File: config.mk
export PLATFORM = sky130hd
export DESIGN_NAME = ifu_pc_gen
export DESIGN_NICKNAME = d
export VERILOG_FILES = /design/src/rtl/ifu_pc_gen_pkg.sv /design/src/rtl/ifu_pc_gen_fetch_queue.sv /design/src/rtl/ifu_pc_gen.sv
export SDC_FILE = /design/constraint.sdc
export NUM_CORES = 1
export LEC_CHECK = 0
export CAP_MARGIN = 15
export CORE_MARGIN = 2
export CORE_UTILIZATION = 60
export CTS_CLUSTER_DIAMETER = 150
export DETAILED_ROUTE_END_ITERATION = 16
export DONT_BUFFER_PORTS = 1
export PLACE_DENSITY_LB_ADDON = 0.2
export REMOVE_ABC_BUFFERS = 1
export SYNTH_ARGS = -nofsm -noshare
export SYNTH_HDL_FRONTEND = slang
export SYNTH_SLANG_ARGS = --single-unit
File: constraint.sdc
create_clock -name clk_i -period 8.1 [get_ports clk_i]
set_clock_uncertainty 0.1 [all_clocks]
set_input_delay 0 -clock clk_i [delete_from_list [all_inputs] [get_ports clk_i]]
set_output_delay 0 -clock clk_i [all_outputs]
set_load 0.005 [all_outputs]
File: src/rtl/ifu_pc_gen_pkg.sv
// Shared types and constants for the fetch-side PC sequencer.
package ifu_pc_gen_pkg;

  localparam int REG_W = 32;
  localparam logic [REG_W-1:0] RESET_PC_DEFAULT = 32'h8000_0000;
  localparam int QDEPTH = 2;

  typedef enum logic [1:0] {
    ST_IDLE = 2'd0,
    ST_REQ  = 2'd1,
    ST_KILL = 2'd2
  } fetch_state_e;

  typedef struct packed {
    logic [REG_W-1:0] pc;
    logic [31:0]      inst;
    logic             pred_taken;
    logic [REG_W-1:0] pred_target;
  } fq_entry_t;

  function automatic logic [REG_W-1:0] word_align(input logic [REG_W-1:0] pc);
    return pc & ~REG_W'(3);
  endfunction

endpackage

File: src/rtl/ifu_pc_gen_fetch_queue.sv
// Two-entry FIFO between fetch and ID; clear beats push and pop in the same cycle.
module ifu_pc_gen_fetch_queue
  import ifu_pc_gen_pkg::*;
(
  input  logic      clk_i,
  input  logic      rst_i,
  input  logic      push,
  input  fq_entry_t push_data,
  input  logic      pop,
  input  logic      clear,
  output fq_entry_t head,
  output logic [1:0] count
);

  fq_entry_t mem [QDEPTH];
  logic      wr_ptr;
  logic      rd_ptr;
  logic      push_eff;
  logic      pop_eff;

  assign push_eff = push && !clear;
  assign pop_eff  = pop && !clear && (count != 2'd0);
  assign head     = mem[rd_ptr];

  always_ff @(posedge clk_i) begin
    if (!rst_i || clear) begin
      wr_ptr <= 1'b0;
      rd_ptr <= 1'b0;
      count  <= 2'd0;
    end else begin
      if (push_eff) wr_ptr <= ~wr_ptr;
      if (pop_eff)  rd_ptr <= ~rd_ptr;
      count <= count + {1'b0, push_eff} - {1'b0, pop_eff};
    end
  end

  // Payload storage needs no reset: count gates every read.
  always_ff @(posedge clk_i) begin
    if (push_eff) mem[wr_ptr] <= push_data;
  end

  a_no_overflow : assert property (@(posedge clk_i) disable iff (!rst_i)
    !(push_eff && !pop_eff && count == 2'(QDEPTH)));

endmodule

File: src/rtl/ifu_pc_gen.sv
// Fetch PC sequencer: single-outstanding imem requests, next-PC selection from the
// predictor, mispredict redirect with wrong-path kill, and a 2-entry queue toward ID.
//
// state | meaning
// IDLE  | no request outstanding; waits for queue space
// REQ   | request outstanding at fetch_pc (imem_req_o high)
// KILL  | redirected while a request was outstanding; next response is discarded
module ifu_pc_gen
  import ifu_pc_gen_pkg::*;
#(
  parameter logic [REG_W-1:0] RESET_PC = RESET_PC_DEFAULT
) (
  input  logic             clk_i,
  input  logic             rst_i,
  output logic [REG_W-1:0] pd_pc_o,
  input  logic             pd_taken_i,
  input  logic [REG_W-1:0] pd_targetPc_i,
  input  logic             pd_failed_i,
  input  logic [REG_W-1:0] pd_flushPc_i,
  output logic             imem_req_o,
  output logic [REG_W-1:0] imem_addr_o,
  input  logic             imem_resp_i,
  input  logic [31:0]      imem_rdata_i,
  output logic             id_valid_o,
  input  logic             id_ready_i,
  output logic [REG_W-1:0] id_pc_o,
  output logic [31:0]      id_inst_o,
  output logic             id_predTaken_o,
  output logic [REG_W-1:0] id_predTarget_o
);

  fetch_state_e     state;
  logic [REG_W-1:0] fetch_pc;
  logic             req_q;
  logic [1:0]       q_count;
  logic [1:0]       post_count;
  logic             q_pop;
  logic             accept_resp;
  fq_entry_t        q_wdata;
  fq_entry_t        q_head;

  assign pd_pc_o     = fetch_pc;
  assign imem_addr_o = fetch_pc;
  assign imem_req_o  = req_q;

  assign id_valid_o      = (q_count != 2'd0);
  assign id_pc_o         = q_head.pc;
  assign id_inst_o       = q_head.inst;
  assign id_predTaken_o  = q_head.pred_taken;
  assign id_predTarget_o = q_head.pred_target;

  assign q_pop       = id_valid_o && id_ready_i;
  assign accept_resp = (state == ST_REQ) && imem_resp_i && !pd_failed_i;
  assign post_count  = q_count + 2'd1 - {1'b0, q_pop};

  // The prediction is sampled in the response cycle, when pd_pc_o still names this fetch.
  assign q_wdata = '{
    pc:          fetch_pc,
    inst:        imem_rdata_i,
    pred_taken:  pd_taken_i,
    pred_target: pd_targetPc_i
  };

  ifu_pc_gen_fetch_queue u_fetch_queue (
    .clk_i     (clk_i),
    .rst_i     (rst_i),
    .push      (accept_resp),
    .push_data (q_wdata),
    .pop       (q_pop),
    .clear     (pd_failed_i),
    .head      (q_head),
    .count     (q_count)
  );

  always_ff @(posedge clk_i) begin
    if (!rst_i) begin
      state    <= ST_IDLE;
      req_q    <= 1'b0;
      fetch_pc <= RESET_PC;
    end else begin
      case (state)
        ST_IDLE: begin
          if (pd_failed_i || q_count < 2'd2) begin
            state <= ST_REQ;
            req_q <= 1'b1;
          end
        end
        ST_REQ: begin
          if (pd_failed_i && !imem_resp_i) begin
            state <= ST_KILL;
            req_q <= 1'b0;
          end else if (accept_resp && post_count == 2'd2) begin
            state <= ST_IDLE;
            req_q <= 1'b0;
          end
        end
        // A response coinciding with another redirect still retires the stale request.
        ST_KILL: begin
          if (imem_resp_i) begin
            state <= ST_REQ;
            req_q <= 1'b1;
          end
        end
        default: begin
          state <= ST_IDLE;
          req_q <= 1'b0;
        end
      endcase

      if (pd_failed_i)
        fetch_pc <= word_align(pd_flushPc_i);
      else if (accept_resp)
        fetch_pc <= pd_taken_i ? word_align(pd_targetPc_i) : fetch_pc + REG_W'(4);
    end
  end

endmodule

=== Word level (Yosys, flattened, before mapping) ===
Memories as Yosys holds them, arrays and structs flattened. A register that Yosys moved wholly into a read port is not among the register bits.
Index checks and enable logic that the tools add are counted.

* Register bits: 39
* Bits in writable memories: 194
* Input bits: 102
* Output and inout port bits: 163
* Logic and storage cells: 58
* Memories: 1

{| class="wikitable"
|+ Memory list
! name !! words !! bits a word !! rd ports !! clocked after Yosys merged registers in !! wr ports !! line !! source
|-
| u_fetch_queue.mem || 2 || 97 || 1 || 1 || 1 || ifu_pc_gen_fetch_queue.sv:15 || <nowiki>fq_entry_t mem [QDEPTH];</nowiki>
|}

* $add $sub $neg: 5
* $lt $le $gt $ge: 1
* Equal/unequal tests: 6
* Multiplexer cells: 17
* Bitwise operators: 3
* Reduce and logical (&&, ||, !) cells: 18

{| class="wikitable"
|+ Operators by type and width
! kind !! number
|-
| $mux 32 || 3
|-
| $add 32x3->32 const B || 1
|-
| $logic_and 1x1->1 || 8
|-
| $mux 1 || 8
|-
| $mux 2 || 4
|-
| $pmux 2 s3 || 1
|-
| $eq 2x2->1 const B || 2
|-
| $ne 2x2->1 const B || 2
|-
| $reduce_bool 2->1 || 2
|-
| $sub 2x1->2 || 2
|-
| $logic_not 1->1 || 3
|-
| $ne 3x1->1 const B || 1
|-
| $not 1->1 || 3
|-
| $pmux 1 s3 || 1
|-
| $reduce_and 3->1 || 1
|-
| $add 2x1->2 || 1
|-
| $add 2x1->2 const B || 1
|-
| $eq 2x1->1 const B || 1
|-
| $logic_not 2->1 || 1
|-
| $logic_or 1x1->1 || 2
|-
| $lt 2x2->1 const B || 1
|-
| $reduce_or 2->1 || 1
|}

=== Depth between registers and ports, before layout ===
Gate-level depths: netlist of the first run.

* Depth after elaboration: 8
* Depth in mapped cells: 9
* Depth with buffers taken out: 9

=== Modules after synthesis ===
A second synthesis of the first run with hierarchy kept.

* Cells, all modules: 677
* Area, all modules: 9922.0 µm²

{| class="wikitable"
|+ Modules (own cells, without submodules)
! module !! instances !! cells each !! area an instance (µm²) !! sequential area each (µm²)
|-
| ifu_pc_gen_fetch_queue || 1 || 327 || 7352.1 || 5925.7
|-
| ifu_pc_gen || 1 || 350 || 2570.0 || 680.7
|}

=== Worst setup path after synthesis of the first run ===
No wires, ideal clock.

* Path kind: register to register
* Start point: register state[0]
* End point: memory u_fetch_queue.mem[0][0] (netlist name), enable pin
* Library setup time: 0.565 ns
* Arrival time: 5.175 ns
* Required time: 7.435 ns
* Slack: 2.259 ns
* Stages on the path, launching flop included: 4
* Buffers on the path: 1
* Period minus slack after synthesis: 5.841 ns
* Path through: dfxtp_1 > and4bb_2 > buf_2 > nor2b_1

* Cells in the longest elaborated chain, start to end: 6

{| class="wikitable"
|+ RTL lines
! what !! line !! source
|-
| start: declaration || ifu_pc_gen.sv:32 || <nowiki>fetch_state_e state;</nowiki>
|-
| start signal: assignment || ifu_pc_gen.sv:77 || <nowiki>state <= ST_IDLE;</nowiki>
|-
| start signal: assignment || ifu_pc_gen.sv:84 || <nowiki>state <= ST_REQ;</nowiki>
|-
| start signal: assignment || ifu_pc_gen.sv:90 || <nowiki>state <= ST_KILL;</nowiki>
|-
| $eq 2x1->1 || ifu_pc_gen.sv:53 || <nowiki>assign accept_resp = (state == ST_REQ) && imem_resp_i && !pd_failed_i;</nowiki>
|-
| $logic_and 1x1->1 (2 in a row) || ifu_pc_gen.sv:53 ||
|-
| $logic_and 1x1->1 || ifu_pc_gen_fetch_queue.sv:21 || <nowiki>assign push_eff = push && !clear;</nowiki>
|-
| $mux 1 || ifu_pc_gen_fetch_queue.sv:39 || <nowiki>if (push_eff) mem[wr_ptr] <= push_data;</nowiki>
|-
| $mux 1 (not written as such) || ifu_pc_gen_fetch_queue.sv:39 ||
|-
| end: declaration || ifu_pc_gen_fetch_queue.sv:15 ||
|}

Every way passes these cells.

=== Worst setup path after layout of the first run ===
* Start point: register state[0]
* End point: register fetch_pc[2], in the netlist imem_addr_o[2]

* Cells in the longest elaborated chain, start to end: 4

{| class="wikitable"
|+ RTL lines
! what !! line !! source
|-
| $eq 2x1->1 || ifu_pc_gen.sv:53 ||
|-
| $logic_and 1x1->1 (2 in a row) || ifu_pc_gen.sv:53 ||
|-
| $reduce_bool 2->1 (no source line) || - ||
|-
| end signal: assignment || ifu_pc_gen.sv:111 || <nowiki>fetch_pc <= word_align(pd_flushPc_i);</nowiki>
|-
| end signal: assignment || ifu_pc_gen.sv:113 || <nowiki>fetch_pc <= pd_taken_i ? word_align(pd_targetPc_i) : fetch_pc + REG_W'(4);</nowiki>
|-
| end: declaration || ifu_pc_gen.sv:33 || <nowiki>logic [REG_W-1:0] fetch_pc;</nowiki>
|}

Every way passes these cells.
A chain may end at the register's enable or synchronous reset.

==> results.txt, run 1 <==
----------------------------------------------------
[Power]
  Fraction of power spent switching nets ... 0.210
  Sequential share of power ... 0.540
  Maximum vdd drop ... roughly 0.18 mV
  Switching power ... ~0.53 mW
  Static power due to leakage ... 3.87 nW
  Share of total power in the clock network ... 0.403
  Power Dens Cells ... 217 nW/um^2
  Share of total power in combinational logic ... 0.057
  Internal power ... approximately 2.0 mW

[Clocking]
  Post-cts resize count ... 0
  Insertion delay of the later-clocked pin in the worst-skew pair ... 500 ps
  Maximum buffer depth of the clock tree ... 3
  TritonCTS Buffers ... 24
  Clock transition at the registers of the reported paths ... 60 ps
  Number of clock sinks ... 234
  CTS tree ... built
  CTS root buffer ... sky130_fd_sc_hd__clkbuf_16
  CTS H-Tree Depth ... 1

[Placement]
  Final GP Congestion ... ~0.76
  Post-detailed-placement cell area ... about 9700 sq um
  Total half-perimeter wirelength after legalization and detailed placement ... roughly 13,000 um
  IO Port Bufs ... 0
  Setup slack after placement ... 4870 ps

[STA]
  Worst-case headroom to the max-slew limit ... 0.263
  Setup_tns ... 0 ps
  Final period util ... 0.436
  Worst Max-Slew Pin Slew ... 1110 ps
  Unrepaired setup endpoints after global routing ... false
  Count of endpoints failing hold in the final timing report ... 0
  Final count of pins violating max slew ... 0
  Fmax ... 283 MHz
  Endpoints failing setup ... 0
  Post-layout minimum cycle time ... about 3500 ps
  Final setup margin ... 4570 ps

[Hold path]
  Hold_sp ... imem_rdata_i[0]
  Min-Delay Path Depth ... 1
  Hold Crit Class ... input port to register

[Synthesis]
  Post-synthesis register bit count ... roughly 230
  Distinct cell type count after synthesis ... between 50 and 60
  Number of flops mapped to enable cells by yosys ... between 150 and 200
  Cell area after synthesis ... around 10000 sq um
  Share of the yosys chip area belonging to registers ... 0.679
  Area share of the largest cell type after synthesis ... 0.597
  Share of synthesized registers carrying an async set or reset ... 0
  Commonest register cell after synthesis ... sky130_fd_sc_hd__edfxtp_1
  Cell types occupying the most area after synthesis ... sky130_fd_sc_hd__edfxtp_1, sky130_fd_sc_hd__mux2_2, sky130_fd_sc_hd__dfxtp_1
  Gate Count Post-Synth ... between 600 and 700
  Mean instance size in the synthesized netlist ... about 15 sq um
  Cell type contributing the most total cell area after synthesis ... sky130_fd_sc_hd__edfxtp_1
  Yosys warnings ... 0

[Setup path]
  Cell type of the slowest stage on the worst timing path ... sky130_fd_sc_hd__and2_1
  Arrival time at the worst endpoint ... approximately 3900 ps
  CP Class ... register to register
  Cell count of the worst reg-to-reg path ... 6
  List of cells traversed by the critical path ... and4bb_2 > and2_1 > a22oi_1 > dlygate4sd3_1 > a21oi_1 > dlygate4sd3_1
  Largest fanout of any net on the critical path ... 23
  Critical Path Max Stage Delay ... between 900 and 1000 ps
  Crit. Startpoint ... state[0]
  Required time at the worst-slack endpoint ... around 8500 ps
  Sort of element at the start of the critical path ... register
  Category of the worst setup path capture point ... register
  Most repeated library cell on the critical path ... sky130_fd_sc_hd__dlygate4sd3_1
  Startpoint of the worst-slack reg-to-reg timing path ... state[0]

[Detailed routing]
  First-pass iteration count of the detailed router ... 6
  Via count ... around 5,900
  DR WL/cell ... about 24 um
  Detailed-route DRC error count ... 0
  Drt first-iter violations ... 430
  Final WL ... roughly 23,000 um
  Number of nets still failing antenna checks after routing ... 0
  Via density ... about 6.1

[Die]
  Initial core utilization ... 0.614
  Vertical die dimension ... roughly 130 um
  Area enclosed by the die boundary ... roughly 17,000 sq um
  Chip Width ... 132 um
  Standard cell core area ... between 15,000 and 20,000 sq um
  Number of primary I/O pins ... 265
  Row Count ... 46

[Final layout]
  Post-route cell area ... 11,700 sq um
  Signed area change from the synthesized netlist to the final layout ... 19.6%
  Antenna diode count ... 0
  Fraction of final layout cells sized beyond drive strength 1 ... 0.204
  # nets final ... 838

[Global routing]
  First-pass GRT wire length ... ~35,000 um
  Initial antenna violation count ... 0
  GRT overflow ... 0
  Number of global-route vias before repair ... between 6,000 and 7,000
  Global-route usage over all layers ... 0.259
  Maximum number of pins on one net before global-route repair ... 71

[Outcome]
  Run status ... finished clean

[Run]
  Count of max-cap constraint violations ... 0

----------------------------------------------------
Yosys cell counts, types with 4 or more instances:
cell type and count:
sky130_fd_sc_hd__a21oi_1 22, sky130_fd_sc_hd__a222oi_1 7, sky130_fd_sc_hd__a22o_1 5, sky130_fd_sc_hd__a22oi_1 15, sky130_fd_sc_hd__a31oi_1 8, sky130_fd_sc_hd__and3_1 5, sky130_fd_sc_hd__and4_1 4, sky130_fd_sc_hd__buf_2 6
sky130_fd_sc_hd__buf_4 32, sky130_fd_sc_hd__clkbuf_1 24, sky130_fd_sc_hd__dfxtp_1 40, sky130_fd_sc_hd__edfxtp_1 194, sky130_fd_sc_hd__ha_1 4, sky130_fd_sc_hd__inv_1 11, sky130_fd_sc_hd__mux2_2 98, sky130_fd_sc_hd__nand2_1 31
sky130_fd_sc_hd__nand3_1 11, sky130_fd_sc_hd__nand4_1 10, sky130_fd_sc_hd__nor2_1 22, sky130_fd_sc_hd__nor2b_1 5, sky130_fd_sc_hd__nor3_1 4, sky130_fd_sc_hd__nor4_4 5, sky130_fd_sc_hd__o21ai_0 10, sky130_fd_sc_hd__o22ai_1 7
sky130_fd_sc_hd__xnor2_1 12, sky130_fd_sc_hd__xor2_1 8
timing repair:
action,in CTS,in global routing
hold buffers,117,1
endpoints found under the hold margin,170,18
endpoints found under the setup margin,0,0
setup buffers,0,0
final timing paths:
path,to,slack (ps)
setup reg to reg,imem_addr_o[2],4570
hold reg to reg,register,430
hold / removal,u_fetch_queue.mem[1][33],60
setup / recovery,imem_addr_o[2],4570
state kept, by name, summed over array words and instances, names as in the netlist, named ones only:
signal	count
state	2
u_fetch_queue.rd_ptr	1
u_fetch_queue.wr_ptr	1
u_fetch_queue.count	2
imem_req_o	1
imem_addr_o	32
u_fetch_queue.mem	194
kinds of logic (layout without fill, tap and decap cells):
group / after synthesis / after routing / synth area share
xor+xnor: 20 / 20 / 0.0180
simple gates: 116 / 116 / 0.0717
mux: 100 / 100 / 0.115
flops: 234 / 234 / 0.679
fa+ha+maj: 4 / 4 / 0.00513
compound gates: 97 / 97 / 0.0685
buf+inv: 74 / 179 / 0.0423
metal layers:
layer,wire length [um],track usage,vias to the layer above
li1,-,-,2631
met1,8820,0.331,2913
met2,11500,0.439,288
met3,1990,0.0660,41
met4,510,0.0761,0
met5,0,0,-
metrics by stage:
| stage | cells | total power, mW | hold slack (ps) | util |
|---|---|---|---|---|
| floorplan | 582 | 1.45 | -20.7 | - |
| global placement | 802 | 1.47 | -17.4 | 0.611 |
| detailed placement | 802 | 1.47 | -11.5 | 0.611 |
| CTS | 963 | 2.54 | 42.1 | 0.731 |
| global route | 966 | 2.61 | 53.2 | 0.734 |
| finish | 966 | 2.53 | 64.0 | 0.734 |
cell usage in the layout (no fill, tap or decap), types with 4 or more instances in the layout:
cell / n
sky130_fd_sc_hd__edfxtp_1: 194
sky130_fd_sc_hd__dlygate4sd3_1: 118
sky130_fd_sc_hd__mux2_2: 98
sky130_fd_sc_hd__dfxtp_1: 39
sky130_fd_sc_hd__nand2_1: 31
sky130_fd_sc_hd__clkbuf_16: 25
sky130_fd_sc_hd__nor2_1: 22
sky130_fd_sc_hd__a21oi_1: 22
sky130_fd_sc_hd__a22oi_1: 15
sky130_fd_sc_hd__xnor2_1: 12
sky130_fd_sc_hd__inv_1: 11
sky130_fd_sc_hd__nand3_1: 11
sky130_fd_sc_hd__nand4_1: 10
sky130_fd_sc_hd__o21ai_0: 10
sky130_fd_sc_hd__xor2_1: 8
sky130_fd_sc_hd__a31oi_1: 8
sky130_fd_sc_hd__o22ai_1: 7
sky130_fd_sc_hd__a222oi_1: 7
sky130_fd_sc_hd__clkbuf_1: 7
sky130_fd_sc_hd__a22o_1: 5
sky130_fd_sc_hd__and3_1: 5
sky130_fd_sc_hd__nor4_4: 5
sky130_fd_sc_hd__and4_1: 4
sky130_fd_sc_hd__nor3_1: 4
sky130_fd_sc_hd__ha_1: 4
sky130_fd_sc_hd__clkinv_2: 4
sky130_fd_sc_hd__buf_4: 4
power by group through the flow:
stage                     registers, mW  clock network (mW)  logic, mW
after floorplan                    1.38                   0     0.0608
after global placement             1.39                   0     0.0778
after detailed placement           1.39                   0     0.0802
after CTS                          1.37                1.04      0.141
after global routing               1.37                1.08      0.156
final                              1.37                1.02      0.145
area by class of cell:
class / count / area, sq um
sequential: 234 / 6630
fill: 1020 / 4220
multi-input combinational: 337 / 2730
timing repair buffer: 124 / 1250
clock buffer: 35 / 693
tap: 216 / 270
clock inverter: 9 / 47.5
inverter: 11 / 41.3
critical path, delay by kind of cell, from the launching register on:
kind,cells,cell delay [ps]
buffers and inverters,2,1190
AOI/OAI and AO/OA,2,280
DFF,1,450
and+or+nand+nor,2,1450
(Power assumes the default switching activity.)
==> run 2, diff against run 1 <==
==> constraint.sdc (replaced) <==
create_clock -name clk_i -period 3.3 [get_ports clk_i]
set_clock_uncertainty 0.1 [all_clocks]
set_input_delay 0 -clock clk_i [delete_from_list [all_inputs] [get_ports clk_i]]
set_output_delay 0 -clock clk_i [all_outputs]
set_load 0.005 [all_outputs]
==> run 2 against run 1 <==
  * Die area unchanged
  * Highest routed layer unchanged
  * Critical path type unchanged
  * Routed wire length increased by 2.2%
  * Final cell count increased by 1.8%
==> results.txt, run 2 (synthesis results as in run 1) <==
----------------------------------------------------
[Die]
  Standard cell core area ... 15,900 sq um
  Number of primary I/O pins ... roughly 270
  Vertical die dimension ... ~130 um
  Chip Width ... approximately 130 um
  Initial core utilization ... 0.614
  Row Count ... 46
  Area enclosed by the die boundary ... approximately 17,000 sq um

[Setup path]
  CP Class ... register to register
  Sort of element at the start of the critical path ... register
  Required time at the worst-slack endpoint ... about 3700 ps
  Category of the worst setup path capture point ... register
  Largest fanout of any net on the critical path ... 16
  Arrival time at the worst endpoint ... 3370 ps

[STA]
  Unrepaired setup endpoints after global routing ... false
  Worst Max-Slew Pin Slew ... 1120 ps
  Hold slack ... 71.0 ps
  Final setup margin ... roughly 280 ps
  Final period util ... 0.917
  Post-layout minimum cycle time ... about 3000 ps
  Worst-case headroom to the max-slew limit ... 0.251
  Final count of pins violating max slew ... 0
  Fmax ... roughly 330 MHz
  Endpoints failing setup ... 0
  Count of endpoints failing hold in the final timing report ... 0

[Final layout]
  Number of standard cells in the final layout excluding fillers ... ~980
  Antenna diode count ... 0
  # nets final ... ~860
  Fraction of final layout cells sized beyond drive strength 1 ... 0.206
  Commonest non-fill, non-tap cells in the layout ... sky130_fd_sc_hd__edfxtp_1, sky130_fd_sc_hd__dlygate4sd3_1, sky130_fd_sc_hd__mux2_2, sky130_fd_sc_hd__dfxtp_1, sky130_fd_sc_hd__nand2_1
  Register ranked first by flip-flop count ... u_fetch_queue.mem
  Leading cell type in the layout, fill and taps excluded ... sky130_fd_sc_hd__edfxtp_1
  Signed area change from the synthesized netlist to the final layout ... 21.8%
  Max reg flops ... 194
  # fillers ... ~1,000

[Clocking]
  CTS root buffer ... sky130_fd_sc_hd__clkbuf_16
  CTS H-Tree Depth ... 1
  TritonCTS Buffers ... 23
  Insertion delay of the later-clocked pin in the worst-skew pair ... just over 500 ps
  Maximum buffer depth of the clock tree ... 3
  Clock transition at the registers of the reported paths ... around 60 ps
  CTS tree ... built
  Number of clock sinks ... around 230

[Hold path]
  Hold Crit Class ... input port to register

[Detailed routing]
  First-pass iteration count of the detailed router ... 7
  Drt first-iter violations ... approximately 430
  Total routed wire length on the met1 layer ... 8990 um
  Wire length on met2 ... about 12,000 um
  Highest routed metal layer ... met4
  Final WL ... approximately 23,000 um
  Via density ... approximately 6.1
  Number of nets still failing antenna checks after routing ... 0
  Detailed-route DRC error count ... 0
  Amount of wire on met3 after detailed routing ... between 2000 and 2500 um
  DR WL/cell ... approximately 24 um
  Via count ... about 6,000

[Global routing]
  Number of global-route vias before repair ... 6,256
  Maximum number of pins on one net before global-route repair ... 57
  Initial antenna violation count ... 0
  First-pass GRT wire length ... about 36,000 um
  GRT overflow ... 0
  Global-route usage over all layers ... 0.264

[Run]
  Count of max-cap constraint violations ... 0

[Power]
  Power Dens Cells ... about 530 nW/um^2
  Maximum vdd drop ... slightly below 0.5 mV
  Static power due to leakage ... about 4.0 nW

[Placement]
  Total half-perimeter wirelength after legalization and detailed placement ... around 14,000 um
  Placed cell count ... just over 800
  IO Port Bufs ... 0
  Final GP Congestion ... roughly 0.78
  Setup slack after placement ... just under 700 ps

[Outcome]
  Run status ... finished clean

----------------------------------------------------
## run 2: cell types whose count changed in the layout (fill, tap and decap cells not counted), moves of 2 or more
cell	delta
sky130_fd_sc_hd__buf_12	+5
sky130_fd_sc_hd__buf_4	+2
sky130_fd_sc_hd__clkbuf_16	-2
sky130_fd_sc_hd__clkbuf_8	+3
sky130_fd_sc_hd__clkinv_1	-2
sky130_fd_sc_hd__dlygate4sd3_1	+15
## run 2: area by class of cell
type	count	area (sq um)	area share
sequential	234	6630	0.558
multi-input combinational	337	2730	0.230
timing repair buffer	144	1480	0.124
clock buffer	35	681	0.0573
tap	216	270	0.0227
clock inverter	6	53.8	0.00453
inverter	11	41.3	0.00348
## run 2: worst paths after layout
| kind | start | to | slack [ps] | cells after the start |
|---|---|---|---|---|
| worst max register to register | state[0] | imem_addr_o[2] | 280 | 6 |
| worst min-delay path | imem_rdata_i[16] | u_fetch_queue.mem[1][49] | 70 | 1 |
| worst max-delay path | state[0] | imem_addr_o[2] | 280 | 6 |
| worst min register to register | u_fetch_queue.rd_ptr | register | 410 | 2 |
## run 2: critical path: stages, from the launching register on
cell and delay (ps):
sky130_fd_sc_hd__dfxtp_1 440, sky130_fd_sc_hd__and4bb_2 530, sky130_fd_sc_hd__and2_1 460, sky130_fd_sc_hd__a22oi_1 110, sky130_fd_sc_hd__dlygate4sd3_1 580, sky130_fd_sc_hd__a21oi_1 150
sky130_fd_sc_hd__dlygate4sd3_1 590
## run 2: metal layers
metal | vias up | global-route usage
li1 | 2663 | -
met1 | 2957 | 0.329
met2 | 318 | 0.446
met3 | 55 | 0.0702
met4 | 0 | 0.0954
met5 | - | 0
## run 2: timing repair
action,4_1_cts,5_1_grt
resized for setup,0,0
hold buffers,134,0
setup buffers,0,0
hold endpoints to repair,170,0
setup endpoints to repair,0,0
## run 2: per-stage QoR
step	instance area, sq um	util	power, mW	setup TNS, ps
2_1_floorplan	9380	-	3.55	-274530
3_3_place_gp	9800	0.617	3.61	0
3_5_place_dp	9800	0.617	3.62	0
4_1_cts	11900	0.748	6.28	0
5_1_grt	11900	0.748	6.45	0
6_report	11900	0.748	6.26	0
## run 2: power breakdown
group | leakage (nW) | switching [mW] | internal, mW
sequential | 2.10 | 0.0890 | 3.27
combinational | 1.49 | 0.177 | 0.208
clock | 0.365 | 1.03 | 1.49
total | 3.95 | 1.29 | 4.97
==> run 3, diff against run 2 <==
--- a/config.mk
+++ b/config.mk
@@ -7,7 +7,7 @@
 export LEC_CHECK = 0
 export CAP_MARGIN = 15
 export CORE_MARGIN = 2
-export CORE_UTILIZATION = 60
+export CORE_UTILIZATION = 63
 export CTS_CLUSTER_DIAMETER = 150
 export DETAILED_ROUTE_END_ITERATION = 16
 export DONT_BUFFER_PORTS = 1
==> run 3 against run 2 <==
  * Via count shrank 0.55%
  * Global-route usage grew 1.1 points
  * Combinational power shrank 1%
  * Power is essentially flat
  * Register-to-register slack is essentially flat
==> results.txt, run 3 (synthesis results as in run 1) <==
----------------------------------------------------
[Global routing]
  Maximum number of pins on one net before global-route repair ... 98
  Global-route usage over all layers ... 0.275
  Global routing usage on met3 ... 0.0703
  Global-route layer with the greatest usage ... met2
  First-pass GRT wire length ... 34,700 um
  GR met1 Demand/Resource ... 0.346
  GRT overflow ... 0
  Grt met2 use ... 0.475
  Initial antenna violation count ... 0
  Number of global-route vias before repair ... slightly above 6,000

[STA]
  Worst Max-Slew Pin Slew ... around 1100 ps
  Final count of pins violating max slew ... 0
  Unrepaired setup endpoints after global routing ... false
  Worst-case headroom to the max-slew limit ... 0.292
  Final period util ... 0.919
  Post-layout minimum cycle time ... about 3000 ps
  Final setup margin ... roughly 270 ps
  Count of endpoints failing hold in the final timing report ... 0
  Endpoints failing setup ... 0
  Fmax ... ~330 MHz

[Die]
  Vertical die dimension ... approximately 130 um
  Standard cell core area ... around 15,000 sq um
  Chip Width ... 128 um
  Initial core utilization ... 0.644
  Row Count ... 45
  Area enclosed by the die boundary ... 16,500 sq um
  Number of primary I/O pins ... between 200 and 300

[Power]
  Static power due to leakage ... ~4 nW
  PnR Total Power ... 6.27 mW
  Maximum vdd drop ... 0.450 mV
  Power Dens Cells ... 531 nW/um^2

[Final layout]
  Commonest non-fill, non-tap cells in the layout ... sky130_fd_sc_hd__edfxtp_1, sky130_fd_sc_hd__dlygate4sd3_1, sky130_fd_sc_hd__mux2_2, sky130_fd_sc_hd__dfxtp_1, sky130_fd_sc_hd__nand2_1
  Signed area change from the synthesized netlist to the final layout ... 20.9%
  # nets final ... approximately 850
  Leading cell type in the layout, fill and taps excluded ... sky130_fd_sc_hd__edfxtp_1
  # fillers ... 847
  Fraction of final layout cells sized beyond drive strength 1 ... 0.196
  Register ranked first by flip-flop count ... u_fetch_queue.mem
  Max reg flops ... a little under 200

[Setup path]
  Sort of element at the start of the critical path ... register
  Required time at the worst-slack endpoint ... 3650 ps
  CP Class ... register to register
  Largest fanout of any net on the critical path ... 16
  Arrival time at the worst endpoint ... between 3000 and 4000 ps
  Category of the worst setup path capture point ... register

[Hold path]
  Hold Crit Class ... input port to register

[Placement]
  Setup slack after placement ... ~750 ps
  Total half-perimeter wirelength after legalization and detailed placement ... ~13,000 um
  Final GP Congestion ... about 0.76
  IO Port Bufs ... 0

[Detailed routing]
  Final WL ... ~23,000 um
  Via count ... 5,960
  Drt first-iter violations ... a little under 500
  First-pass iteration count of the detailed router ... 5
  DR WL/cell ... roughly 24 um
  Via density ... 6.25
  Detailed-route DRC error count ... 0
  Number of nets still failing antenna checks after routing ... 0

[Clocking]
  TritonCTS Buffers ... 24
  Number of clock sinks ... approximately 230
  CTS H-Tree Depth ... 1
  Insertion delay of the later-clocked pin in the worst-skew pair ... about 510 ps
  Maximum buffer depth of the clock tree ... 3
  CTS root buffer ... sky130_fd_sc_hd__clkbuf_16
  CTS tree ... built
  Post-cts resize count ... 0
  Clock transition at the registers of the reported paths ... approximately 60 ps

[Outcome]
  Run status ... finished clean

[Run]
  Count of max-cap constraint violations ... 0

----------------------------------------------------
run 3: cell types whose count changed in the layout (fill, tap and decap cells not counted), sizes merged:
cell,change
buf,-3
bufinv,-1
clkbuf,+7
clkinv,-3
diode,+1
dlygate4sd3,-2
run 3: worst max-delay path, stage by stage, from the launching register on:
cell and delay [ps]:
sky130_fd_sc_hd__dfxtp_1 440, sky130_fd_sc_hd__and4bb_2 540, sky130_fd_sc_hd__and2_1 630, sky130_fd_sc_hd__buf_4 330, sky130_fd_sc_hd__a22oi_1 120, sky130_fd_sc_hd__a31oi_1 230
sky130_fd_sc_hd__dlygate4sd3_1 580
run 3: path summary, 6_finish.rpt:
path,cells past startpoint,start,slack (ps),end
max,6,state[0],270,imem_addr_o[7]
min,1,imem_rdata_i[19],50,u_fetch_queue.mem[0][52]
max reg2reg,6,state[0],270,imem_addr_o[7]
min reg2reg,2,u_fetch_queue.rd_ptr,420,register
run 3: per-stage QoR:
stage / setup TNS (ps) / utilization / hold WS, ps / cells / instance area [sq um]
after floorplan: -274530 / - / -20.7 / 582 / 9380
after global placement: 0 / 0.642 / -19.3 / 777 / 9730
after detailed placement: 0 / 0.642 / -15.4 / 777 / 9730
after CTS: 0 / 0.779 / 30.6 / 953 / 11800
after global routing: 0 / 0.779 / 45.6 / 953 / 11800
final: 0 / 0.779 / 46.8 / 954 / 11800
run 3: where the power goes:
part           total, mW  switching [mW]  internal, mW
combinational      0.381           0.179         0.202
sequential          3.36          0.0874          3.27
clock               2.53            1.04          1.49
total               6.27            1.31          4.96
run 3: routing by layer:
metal  part of all wire  wire, um  vias up
met5                  0         0        -
li1                   -         -     2658
met4              0.023       541        0
met3              0.088      2040       43
met1               0.39      8950     2972
met2               0.50     11600      287
run 3: cell type report:
type | instances | area, sq um | area share
timing repair buffer | 139 | 1420 | 0.120
multi-input combinational | 337 | 2730 | 0.231
inverter | 11 | 41.3 | 0.00350
sequential | 234 | 6630 | 0.562
clock buffer | 42 | 729 | 0.0618
antenna | 1 | 2.50 | 0.000212
clock inverter | 2 | 7.51 | 0.000636
tap | 188 | 235 | 0.0199
run 3: what timing repair did:
item                                    4_1_cts  5_1_grt
endpoints found under the setup margin        0        0
hold buffers                                132        0
hold endpoints to repair                    170        0
buffers inserted                              0        0
